`config.mk`:
```
export PLATFORM = sky130hd
export DESIGN_NAME = cv_msg_packer
export DESIGN_NICKNAME = d
export VERILOG_FILES = /design/src/rtl/cv_msg_packer.sv
export SDC_FILE = /design/constraint.sdc
export NUM_CORES = 1
export LEC_CHECK = 0
export CAP_MARGIN = 10
export CORE_AREA = 5 5 617 619
export CTS_BUF_LIST = sky130_fd_sc_hd__clkbuf_4
export CTS_CLUSTER_DIAMETER = 60
export DETAILED_ROUTE_END_ITERATION = 8
export DIE_AREA = 0 0 622 624
export SLEW_MARGIN = 0
export SYNTH_ARGS = -nofsm -noshare
export SYNTH_HDL_FRONTEND = slang
export SYNTH_SLANG_ARGS = --single-unit
```
`constraint.sdc`:
```
create_clock -name clk -period 3.1 [get_ports clk]
set_input_delay 0.62 -clock clk [delete_from_list [all_inputs] [get_ports clk]]
set_output_delay 0.62 -clock clk [all_outputs]
set_load 0.03 [all_outputs]
```
`src/rtl/cv_msg_packer.sv`:
```
// cv_msg_packer
// Upstream feeder for the per-round commitment hasher. Packs a stream of
// WORD_W-bit message words into the msgs bus (word 0 in the top slot),
// latches the session key/seed, runs the hasher's Hstart/en_end level
// handshake and hands the 256-bit commitment to the consumer over
// cv_valid/cv_ready. Rounds run back to back.
//
// Optional feature macro: ROUND_TAG_EN
//   defined   -> adds cv_round[15:0], a round counter that advances on each
//                commitment handshake and clears on sess_start / reset.
//   undefined -> no cv_round port and no counter.
//
// WORD_W * N_WORDS must equal 512 to match the hasher's message bus.

module cv_msg_packer #(
  parameter int WORD_W      = 32,
  parameter int N_WORDS     = 16,
  parameter int TIMEOUT_CYC = 255
) (
  input  logic                      clk,
  input  logic                      reset,
  input  logic                      sess_start,
  input  logic [127:0]              key_in,
  input  logic [127:0]              seed_in,
  input  logic                      word_valid,
  input  logic [WORD_W-1:0]         word_in,
  output logic                      word_ready,
  output logic [127:0]              masked_key,
  output logic [127:0]              instseeds,
  output logic [WORD_W*N_WORDS-1:0] msgs,
  output logic                      Hstart,
  input  logic                      en_end,
  input  logic [255:0]              hashValue,
  output logic                      cv_valid,
  input  logic                      cv_ready,
  output logic [255:0]              cv_out,
  output logic                      busy,
  output logic                      err_timeout
`ifdef ROUND_TAG_EN
  ,
  output logic [15:0]               cv_round
`endif
);

  localparam int CNT_W   = (N_WORDS > 1) ? $clog2(N_WORDS) : 1;
  localparam int WD_W    = (TIMEOUT_CYC > 1) ? $clog2(TIMEOUT_CYC) : 1;
  // Last watchdog value before expiry: Hstart stays high for exactly TIMEOUT_CYC cycles.
  localparam int WD_LAST = (TIMEOUT_CYC > 0) ? TIMEOUT_CYC - 1 : 0;

  typedef enum logic [1:0] {
    S_COLLECT,
    S_HASH,
    S_DONE
  } state_t;

  state_t           state;
  logic [CNT_W-1:0] count;
  logic [WD_W-1:0]  wd_cnt;

  // Busy whenever a round is in flight, including a partially collected message.
  assign busy = (state != S_COLLECT) || (count != '0);

  // Round FSM: word collection, hasher handshake, watchdog and result hold.
  // NOTE: sequential state uses non-blocking assignments so every register
  // samples pre-edge values and simulation matches the synthesized flops.
  always_ff @(posedge clk or negedge reset) begin
    if (!reset) begin
      state       <= S_COLLECT;
      count       <= '0;
      wd_cnt      <= '0;
      word_ready  <= 1'b1;
      Hstart      <= 1'b0;
      cv_valid    <= 1'b0;
      cv_out      <= '0;
      masked_key  <= '0;
      instseeds   <= '0;
      err_timeout <= 1'b0;
      // NOTE: the message slots are ordinary output flops, not a RAM, so they
      // take the reset too; a partial message must not survive a reset.
      msgs        <= '0;
    end else begin
      unique case (state)
        S_COLLECT: begin
          if (sess_start) begin
            // A new session wins over a coincident word: the word is dropped.
            masked_key  <= key_in;
            instseeds   <= seed_in;
            count       <= '0;
            err_timeout <= 1'b0;
          end else if (word_valid) begin
            msgs[(N_WORDS - 1 - int'(count)) * WORD_W +: WORD_W] <= word_in;
            if (count == CNT_W'(N_WORDS - 1)) begin
              count      <= '0;
              wd_cnt     <= '0;
              word_ready <= 1'b0;
              Hstart     <= 1'b1;
              state      <= S_HASH;
            end else begin
              count <= count + CNT_W'(1);
            end
          end
        end

        S_HASH: begin
          if (en_end) begin
            cv_out   <= hashValue;
            cv_valid <= 1'b1;
            Hstart   <= 1'b0;
            state    <= S_DONE;
          end else if ((TIMEOUT_CYC != 0) && (wd_cnt == WD_W'(WD_LAST))) begin
            // Hasher never answered: abandon the round without a result.
            err_timeout <= 1'b1;
            Hstart      <= 1'b0;
            word_ready  <= 1'b1;
            state       <= S_COLLECT;
          end else begin
            wd_cnt <= wd_cnt + WD_W'(1);
          end
        end

        S_DONE: begin
          // Hstart is already low here, giving the hasher at least one cycle
          // to drop en_end before the next request.
          if (cv_ready) begin
            cv_valid   <= 1'b0;
            word_ready <= 1'b1;
            state      <= S_COLLECT;
          end
        end

        default: begin
          state      <= S_COLLECT;
          word_ready <= 1'b1;
          Hstart     <= 1'b0;
          cv_valid   <= 1'b0;
        end
      endcase
    end
  end

`ifdef ROUND_TAG_EN
  // Round tag: counts accepted commitments, restarts with each session.
  always_ff @(posedge clk or negedge reset) begin
    if (!reset) begin
      cv_round <= '0;
    end else if ((state == S_COLLECT) && sess_start) begin
      cv_round <= '0;
    end else if ((state == S_DONE) && cv_ready) begin
      cv_round <= cv_round + 16'd1;
    end
  end
`endif

endmodule

```
# After elaboration in Yosys (flattened, before gate mapping)
# Index checks and enable logic that the tools add are counted.
[word_totals] ff_bits=1042 wordCells=85
[op_classes] addsub=4 eq_ne=14 shift=2 mux=35 n_bitwise=3 n_reduce_logical=16
[ops] operator="$bwmux W512" n=1
[ops] operator="$shift A32 B33 Y512 const A" n=1
[ops] operator="$shiftx A32 B33 Y512" n=1
[ops] operator="$mux W8" n=5
[ops] operator="$neg A10 Y33" n=1
[ops] operator="$ne A2 B2 Y1 const B" n=9
[ops] operator="$pmux W8 S2" n=1
[ops] operator="$mux W1" n=14
[ops] operator="$mux W2" n=6
[ops] operator="$mux W4" n=3
[ops] operator="$reduce_and A6 Y1" n=2
[ops] operator="$reduce_and A5 Y1" n=2
[ops] operator="$pmux W1 S3" n=3
[ops] operator="$add A8 B1 Y8 const B" n=1
[ops] operator="$eq A8 B8 Y1 const B" n=1
[ops] operator="$pmux W2 S3" n=1
[ops] operator="$reduce_and A2 Y1" n=3
[ops] operator="$reduce_and A3 Y1" n=2
[ops] operator="$reduce_bool A2 Y1" n=3
[ops] operator="$sub A4 B4 Y5 const A" n=1
[ops] operator="$add A4 B1 Y4 const B" n=1
[ops] operator="$eq A4 B4 Y1 const B" n=1
[ops] operator="$reduce_and A4 Y1" n=1
[ops] operator="$reduce_bool A4 Y1" n=1
[ops] operator="7 further kinds" n=9

# Longest topological paths before layout
# Gate-level depths: netlist of the first run.
[depth] word_depth=5 depth_mapped=10

# Worst setup path after synthesis of the first run
# No wires, ideal clock.
[synth_path] path_kind="flip-flop to flip-flop" from="register count[0]" to="register msgs[258]" t_arrival_ns=2.409 required_time_ns=3.021 setup_slack_ns=0.612 path_stages_with_launch=11 path_buffers=4 synth_period_minus_slack_ns=2.488 cell_sequence="dfrtp_1 inv_1 ha_1 clkbuf_1 nand2b_1 or3_1 clkbuf_1 nor2b_1 buf_2 buf_2 mux2i_1"
[synth_between] elab_chain_cells=4
[synth_lines] item="start: declaration" line_no="57" text="logic [CNT_W-1:0] count;"
[synth_lines] item="start signal: assignment" line_no="99" text="count <= count + CNT_W'(1);"
[synth_lines] item="$sub A4 B4 Y5 (*)" line_no="91" text="msgs[(N_WORDS - 1 - int'(count)) * WORD_W +: WORD_W] <= word_in;"
[synth_lines] item="$neg A10 Y33 (*)" line_no="91"
[synth_lines] item="$shiftx A32 B33 Y512 or $shift A32 B33 Y512 (tied branches)" line_no="91"
[synth_lines] item="$bwmux W512 (*)" line_no="91"
[synth_lines] item="end signal: indexed assignment" line_no="91"
[synth_lines] item="end: declaration" line_no="30" text="output logic [WORD_W*N_WORDS-1:0] msgs,"
# Every way passes the cells marked *; elsewhere a longest branch is shown, timed or not.
# A chain may end at the register's enable or synchronous reset.

# Final worst setup path of the first run
[layout_path] from="register count[0]" to="output port busy"
[layout_between] elab_chain_cells=2
[layout_lines] item="$reduce_bool A4 Y1" line_no="61" text="assign busy = (state != S_COLLECT) || (count != '0);"
[layout_lines] item="$logic_or A1 B1 Y1" line_no="61"
[layout_lines] item="end: declaration" line_no="37" text="output logic busy,"
# No other way between the ends.

==> results of run 1 <==
==> cells by family after synthesis <==
logic type	count (synthesis)	synth area share [%]
xor+xnor	2	0.04312
simple gates	1268	12.66
flops	1042	64.18
mux	621	16.95
fa+ha+maj	7	0.2156
compound gates	206	3.092
buf+inv	291	2.861
==> final cells by class <==
class / count / share of cell area (%)
multi-input cells: 2104 / 18.75
inverters: 87 / 0.4516
flip-flops and latches: 1042 / 36.07
well taps: 4994 / 8.641
clock buffers: 451 / 4.682
diodes: 61 / 0.2111
repair buffers: 2297 / 30.37
clock inverters: 89 / 0.8236
==> worst max-delay path, cell delays in order, from the launching register on <==
cell     delay, ps
dfrtp_1        390
inv_2           90
ha_4           150
nand3_4        110
buf_12         180
==> Yosys cell counts (2+ instances only) <==
master | count | share of area (%)
nand3b_1 | 3 | 0.055
ha_1 | 7 | 0.22
nor3_1 | 2 | 0.025
a21oi_1 | 4 | 0.049
and4_1 | 2 | 0.043
buf_1 | 14 | 0.13
a31oi_1 | 2 | 0.031
buf_2 | 32 | 0.39
and2_1 | 46 | 0.71
o21ai_1 | 28 | 0.34
and3_1 | 38 | 0.59
o21ai_0 | 97 | 1.2
mux2_2 | 532 | 15
nor2b_1 | 4 | 0.062
a22o_1 | 2 | 0.043
mux2i_1 | 85 | 2.1
o31ai_1 | 54 | 1.0
a21bo_2 | 12 | 0.30
nand4_1 | 18 | 0.28
buf_6 | 4 | 0.11
o211ai_1 | 2 | 0.037
dfrtp_1 | 1041 | 64
nand2b_1 | 2 | 0.031
nand2_1 | 1071 | 9.9
nand3_1 | 11 | 0.14
inv_1 | 87 | 0.80
mux2_1 | 4 | 0.11
nor2_1 | 61 | 0.56
clkbuf_1 | 154 | 1.4
==> state kept, by name (all words and copies together), names as in the netlist <==
signal / flops
Hstart: 1
count: 4
cv_out: 256
cv_valid: 1
err_timeout: 1
instseeds: 128
masked_key: 128
msgs: 512
state: 2
wd_cnt: 8
word_ready: 1
==> metrics by stage <==
step / cell area (um^2) / hold slack (ps) / setup WS [ps] / utilization, % / TNS (ps)
after CTS: 72120 / 3.112 / -233.2 / 19.26 / -233.2
after floorplan: 40630 / 324.4 / 611.7 / - / 0
final: 72310 / 231.3 / 162.2 / 19.31 / 0
after detailed placement: 63720 / 460.7 / 190.5 / 17.02 / 0
after global placement: 63720 / 457.0 / 211.8 / 17.02 / 0
after global routing: 72270 / 25.21 / -139.7 / 19.30 / -139.7
==> layout by cell type (no fill, tap or decap), types with 38 or more instances in the layout <==
| master | Yosys | routed |
|---|---|---|
| o21ai_0 | 97 | 97 |
| inv_1 | 87 | 85 |
| buf_4 | 0 | 160 |
| clkbuf_4 | 0 | 451 |
| and2_1 | 46 | 44 |
| clkdlybuf4s50_1 | 0 | 545 |
| dfrtp_1 | 1041 | 1034 |
| mux2_2 | 532 | 532 |
| buf_12 | 0 | 41 |
| and3_1 | 38 | 38 |
| nand2_1 | 1071 | 1065 |
| clkdlybuf4s15_2 | 0 | 76 |
| clkdlybuf4s15_1 | 0 | 44 |
| dlygate4sd3_1 | 0 | 534 |
| o31ai_1 | 54 | 54 |
| clkinv_1 | 0 | 48 |
| nor2_1 | 61 | 58 |
| diode_2 | 0 | 61 |
| mux2i_1 | 85 | 85 |
| dlygate4sd2_1 | 0 | 889 |
==> power by group through the flow <==
stage | clock (mW) | combinational [mW] | sequential, mW
after global placement | 0 | 5.83 | 14.8
after detailed placement | 0 | 5.85 | 14.8
after floorplan | 0 | 0.930 | 15.9
after global routing | 15.4 | 6.38 | 14.6
final | 14.1 | 6.05 | 14.6
after CTS | 14.7 | 6.18 | 14.6
==> routing by layer <==
metal	wire length, um	share of wire, %	global-route usage [%]	vias up
met5	267	0.10	0	-
met4	14650	5.5	6.484	42
met3	18450	6.9	3.854	498
met2	136600	51	23.64	1609
met1	96480	36	14.07	18328
li1	-	-	-	16428
==> worst max-delay path by stage <==
stage                     slack (ps)  cells after the start        end        from
after floorplan                  610                     10  msgs[258]    count[0]
after global placement           210                      6    msgs[1]  word_valid
after detailed placement         190                      6    msgs[1]  word_valid
after CTS                       -230                      4       busy    count[0]
after global routing            -140                      4       busy    count[1]
final                            160                      4       busy    count[0]
==> what timing repair did <==
action                                  4_1_cts  5_1_grt
buffers inserted                              4        4
hold buffers                                535        0
endpoints found under the setup margin     1014        1
hold endpoints to repair                   1601        0
gates resized for setup                    1243        3
pin swaps                                     1        1
==> run summary, run 1 <==
CTS tree -> built
DR iter-0 viols -> 2074
Final Max Tran Viols -> 0
Setup crit start kind -> register
Critical path class -> reg -> out
Post-synthesis async set-or-reset flop share -> 100.0%
Vias in the first global route -> 38.98k
Hold path startpoint -> hashValue[49]
Pwr dens -> 479.8 nW/um^2
Max_slew headroom -> 29.48%
Critical Path AT -> 2320 ps
Die H -> 624 um
Clock Power Share -> 40.6%
Share of layout cells above drive strength 1 -> 22.45%
Core Area -> 374400 um^2
Die width -> 622 um
Min-delay worst type -> in -> reg
Starting density of the core -> 10.85%
Switching Share -> 31.88%
Sink Count -> 1042
Worst r2r src -> count[1]
Largest net degree at the start of global routing -> 115
Antenna Violating Nets Remaining -> 0
Synth warnings -> 0
Final period utilization -> 94.77%
FF+latch count, synth -> 1042
Logic pwr share -> 17.4%
Syn-to-layout area delta -> 77.98%
Congestion Overflow GR -> 0
Number of buffers added on ports -> 1578
Vias post-DR -> 36.91k
EDFF count, synth -> 0
Reg area -> 26090 um^2
CTS H-Tree Depth -> 5
# placed instances -> 9981
WP data required -> 2480 ps
WHS Endpoint -> cv_out[49]
P_leak -> 36.35 nW
Crit Path Max Fanout -> 2
Detail Placement HPWL -> 212.3 mm
R2R setup slack -> 170 ps
Max Freq -> 340.4 MHz
Final worst path period need -> 2938 ps
Post-Syn Instances -> 3437
Root buffer selected by CTS -> clkbuf_4
Global placer's final weighted congestion -> 0.9946
Seq/Total Area, Yosys -> 64.18%
# IOs -> 1579
Post-synthesis cell area -> 40630 um^2
Net Count, Synth -> 3994
Setup Skew -> 153.2 ps
Die area -> 388100 um^2
Peak VDD IR -> 323.1 uV
Outcome -> finished, final reports clean
Overall routing resource usage -> 13.17%
Worst reg2reg path endpoint -> msgs[401]
Initial antenna violation count -> 104
Final Hold Viols -> 0
Setup violators final -> 0
Total power -> 34.69 mW
Vias per cell -> 3.317
Internal Power -> 23.63 mW
Non-filler cells, final -> 11.13k
P_sw -> 11.06 mW
Routed WL per cell -> 23.95 um
Clock transition at the registers of the reported paths -> 60 ps
Flop pwr share -> 42.0%
Final wirelength -> 266.5 mm
Cts bufs inserted -> 315
Synth unique cells -> 47
Worst-Margin Slew -> 1054 ps
Clock network latency to the later pin of the worst-skew pair -> 1380 ps
Max_cap viols -> 0
Drt pass-1 iters -> 5
NumNets Final -> 6404
Layout fillers -> 41.27k
R2R depth -> 8
Wire length of the first global-routing pass -> 353.5 mm
Clock Tree Buf Depth -> 4
Hold depth -> 2
CP Capture Type -> output pin
DRC violations left -> 0
Most used DFF post-synth -> dfrtp_1
Syn avg cell area -> 11.82 um^2
RSZ-0062 raised after global routing -> true
Area occupied by multi-input gates -> 13560 um^2
Rows -> 225
Note: power is estimated with default switching activity, not from simulation.
==> run 2, diff against run 1 <==
- ABC_AREA: default -> 1
- CORE_AREA: 5 5 617 619 -> 5 5 619 621
- DIE_AREA: 0 0 622 624 -> 0 0 624 626
==> run 2 against run 1 <==
Area after synthesis grew 0.53%. Highest routed layer unchanged. Non-clock buffer count shrank 9. Synthesized cell count grew 35%.
==> run summary, run 2 <==
DR iter-0 viols -> 3901 (was 2074)
Initial antenna violation count -> 125 (was 104)
Post-synthesis async set-or-reset flop share -> 100.0% (unchanged)
Worst reg2reg path endpoint -> msgs[225] (was msgs[401])
Max reg flops -> 512 (unchanged)
Vias per cell -> 3.524 (was 3.317)
R2R setup slack -> 160 ps (was 170 ps)
Die area -> 390600 um^2 (was 388100 um^2)
FF+latch count, synth -> 1042 (unchanged)
NumNets Final -> 7503 (was 6404)
Net Count, Synth -> 5181 (was 3994)
Max Freq -> 333.4 MHz (was 340.4 MHz)
Most frequent cells in the layout -> nand2_1, dfrtp_1, dlygate4sd2_1 (unchanged)
Logic pwr share -> 18.9% (was 17.4%)
Seq/Total Area, Yosys -> 63.84% (was 64.18%)
Final worst path period need -> 2999 ps (was 2938 ps)
Synth top cells by count -> nand2_1, dfrtp_1, o21ai_0 (was nand2_1, dfrtp_1, mux2_2)
Outcome -> finished, final reports clean (unchanged)
Clock Power Share -> 39.6% (was 40.6%)
Most common cell in the netlist -> nand2_1 (unchanged)
Core Area -> 377200 um^2 (was 374400 um^2)
# IOs -> 1579 (unchanged)
Switching Share -> 33.05% (was 31.88%)
Wire length of the first global-routing pass -> 390.3 mm (was 353.5 mm)
Flop pwr share -> 41.5% (was 42.0%)
Clock network latency to the later pin of the worst-skew pair -> 1370 ps (was 1380 ps)
Internal Power -> 23.71 mW (was 23.63 mW)
Root buffer selected by CTS -> clkbuf_4 (unchanged)
Total power -> 35.41 mW (was 34.69 mW)
Final Max Tran Viols -> 0 (unchanged)
CTS tree -> built (unchanged)
Final wirelength -> 298.9 mm (was 266.5 mm)
Vias post-DR -> 43.06k (was 36.91k)
Sink Count -> 1042 (unchanged)
Detail Placement HPWL -> 242.7 mm (was 212.3 mm)
Post-synthesis cell area -> 40840 um^2 (was 40630 um^2)
Routed WL per cell -> 24.47 um (was 23.95 um)
Setup crit start kind -> register (unchanged)
Global placer's final weighted congestion -> 0.9496 (was 0.9946)
Die width -> 624 um (was 622 um)
Worst-Margin Slew -> 838.0 ps (was 1054 ps)
Most flop-heavy register -> msgs (unchanged)
Rows -> 226 (was 225)
Post-Syn Instances -> 4624 (was 3437)
Number of buffers added on ports -> 1578 (unchanged)
Max_cap viols -> 0 (unchanged)
WHS Endpoint -> msgs[262] (was cv_out[49])
P_sw -> 11.70 mW (was 11.06 mW)
WP data required -> 2480 ps (about the same)
CP Capture Type -> output pin (unchanged)
Crit Path Max Fanout -> 4 (was 2)
Top flop regs -> msgs: 512 flops, cv_out: 256 flops (unchanged)
Synth warnings -> 0 (unchanged)
Peak VDD IR -> 262.9 uV (was 323.1 uV)
Most area-consuming cells after synthesis -> dfrtp_1, nand2_1, o21ai_0 (was dfrtp_1, mux2_2, nand2_1)
Hold depth -> 3 (was 2)
Vias in the first global route -> 43.12k (was 38.98k)
Setup Skew -> 171.4 ps (was 153.2 ps)
Syn-to-layout area delta -> 77.00% (was 77.98%)
Starting density of the core -> 10.83% (was 10.85%)
Synth unique cells -> 28 (was 47)
Final Core Density -> 19.17% (was 19.31%)
DRC violations left -> 0 (unchanged)
Setup violators final -> 0 (unchanged)
Min-delay worst type -> in -> reg (unchanged)
Clock transition at the registers of the reported paths -> 70 ps (was 60 ps)
Synth top area share -> 63.78% (was 64.12%)
Share of layout cells above drive strength 1 -> 12.19% (was 22.45%)
Most used DFF post-synth -> dfrtp_1 (unchanged)
Worst slack, placed -> -14.90 ps (was 190.5 ps)
Setup WS post-layout -> 100.6 ps (was 162.2 ps)
Area leader, netlist -> dfrtp_1 (unchanged)
Cts bufs inserted -> 310 (was 315)
Congestion Overflow GR -> 0 (unchanged)
Die H -> 626 um (was 624 um)
Largest net degree at the start of global routing -> 131 (was 115)
Final period utilization -> 96.75% (was 94.77%)
Overall routing resource usage -> 14.59% (was 13.17%)
Final Hold Viols -> 0 (unchanged)
Hold path startpoint -> word_in[6] (was hashValue[49])
Max_slew headroom -> 43.70% (was 29.48%)
Critical Path AT -> 2380 ps (was 2320 ps)
EDFF count, synth -> 0 (unchanged)
Worst r2r src -> count[0] (was count[1])
Critical path class -> reg -> out (unchanged)
Clock Tree Buf Depth -> 4 (unchanged)
P_leak -> 36.92 nW (was 36.35 nW)
RSZ-0062 raised after global routing -> true (unchanged)
Drt pass-1 iters -> 6 (was 5)
CTS H-Tree Depth -> 5 (unchanged)
Pwr dens -> 489.8 nW/um^2 (was 479.8 nW/um^2)
Most common cell after layout, fill and taps aside -> nand2_1 (unchanged)
R2R depth -> 10 (was 8)
Syn avg cell area -> 8.833 um^2 (was 11.82 um^2)
Critical path launch point -> count[0] (unchanged)
Antenna Violating Nets Remaining -> 0 (unchanged)
-- run 2: cell types whose count changed after synthesis, moves of 80 or more --
cell | previous run | this run
inv_1 | 87 | 212
mux2_2 | 532 | 0
mux2i_1 | 85 | 0
nand2_1 | 1071 | 2228
nand3_1 | 11 | 157
nand4_1 | 18 | 98
o21ai_0 | 97 | 366
-- run 2: worst max-delay path by stage --
stage / cells after the start / to
after CTS: 4 / busy
after detailed placement: 8 / msgs[469]
after global placement: 8 / msgs[476]
final: 4 / busy
after floorplan: 12 / msgs[119]
after global routing: 4 / busy
-- run 2: kinds of logic (layout without fill, tap and decap cells) --
group	count (synthesis)	in the layout	synth area share, %
flops	1042	1042	63.84
fa+ha+maj	7	7	0.2144
xor+xnor	4	4	0.08576
buf+inv	500	3032	4.816
compound gates	415	415	5.101
other cells	0	47	0
simple gates	2656	2656	25.94
-- run 2: per-stage QoR --
step	hold WS (ps)	setup TNS (ps)	instances	area (um^2)
3_5_place_dp	457.0	-86.95	11110	63720
6_report	224.3	0	12219	72290
4_1_cts	24.71	-219.6	12169	72150
2_1_floorplan	324.4	0	4624	40840
3_3_place_gp	452.5	-41.35	11110	63720
5_1_grt	96.46	-186.8	12197	72240
-- run 2: layout make-up --
cell class              count  area [um^2]
diodes                     47        117.6
inverters                 222        852.1
flip-flops and latches   1042        26080
repair buffers           2288        22180
fillers                 42266       304900
clock inverters            76        548.0
clock buffers             446         3348
multi-input cells        3082        12900
well taps                5016         6276
-- run 2: repair_timing --
item                                    CTS  global route
pin swaps                                 1             0
hold buffers                            536             0
setup buffers                             1             3
gates resized for setup                1359             3
setup endpoints to repair              1009             1
cloned                                    0             0
endpoints found under the hold margin  1593             0
-- run 2: worst max-delay path: stages (launching register included) --
cell        delay [ps]
dfrtp_4            500
clkinvlp_4         130
ha_4               150
nand4_1            100
buf_6              170
-- run 2: metal layers --
metal  wire, um  track usage, %  vias to the layer above  part of all wire, %
li1           -               -                    19374                    -
met2     128700           21.97                     2290                   43
met1     119600           17.58                    20703                   40
met4      13430           5.944                       90                  4.5
met5        811          0.5803                        -                 0.27
met3      36440           7.274                      603                   12
-- run 2: power by group through the flow --
stage	clock network (mW)	logic, mW	registers [mW]
after floorplan	0	1.03	16.1
after global placement	0	6.44	14.9
after detailed placement	0	6.44	14.9
after CTS	14.7	6.76	14.7
after global routing	15.3	7.08	14.8
final	14.0	6.68	14.7
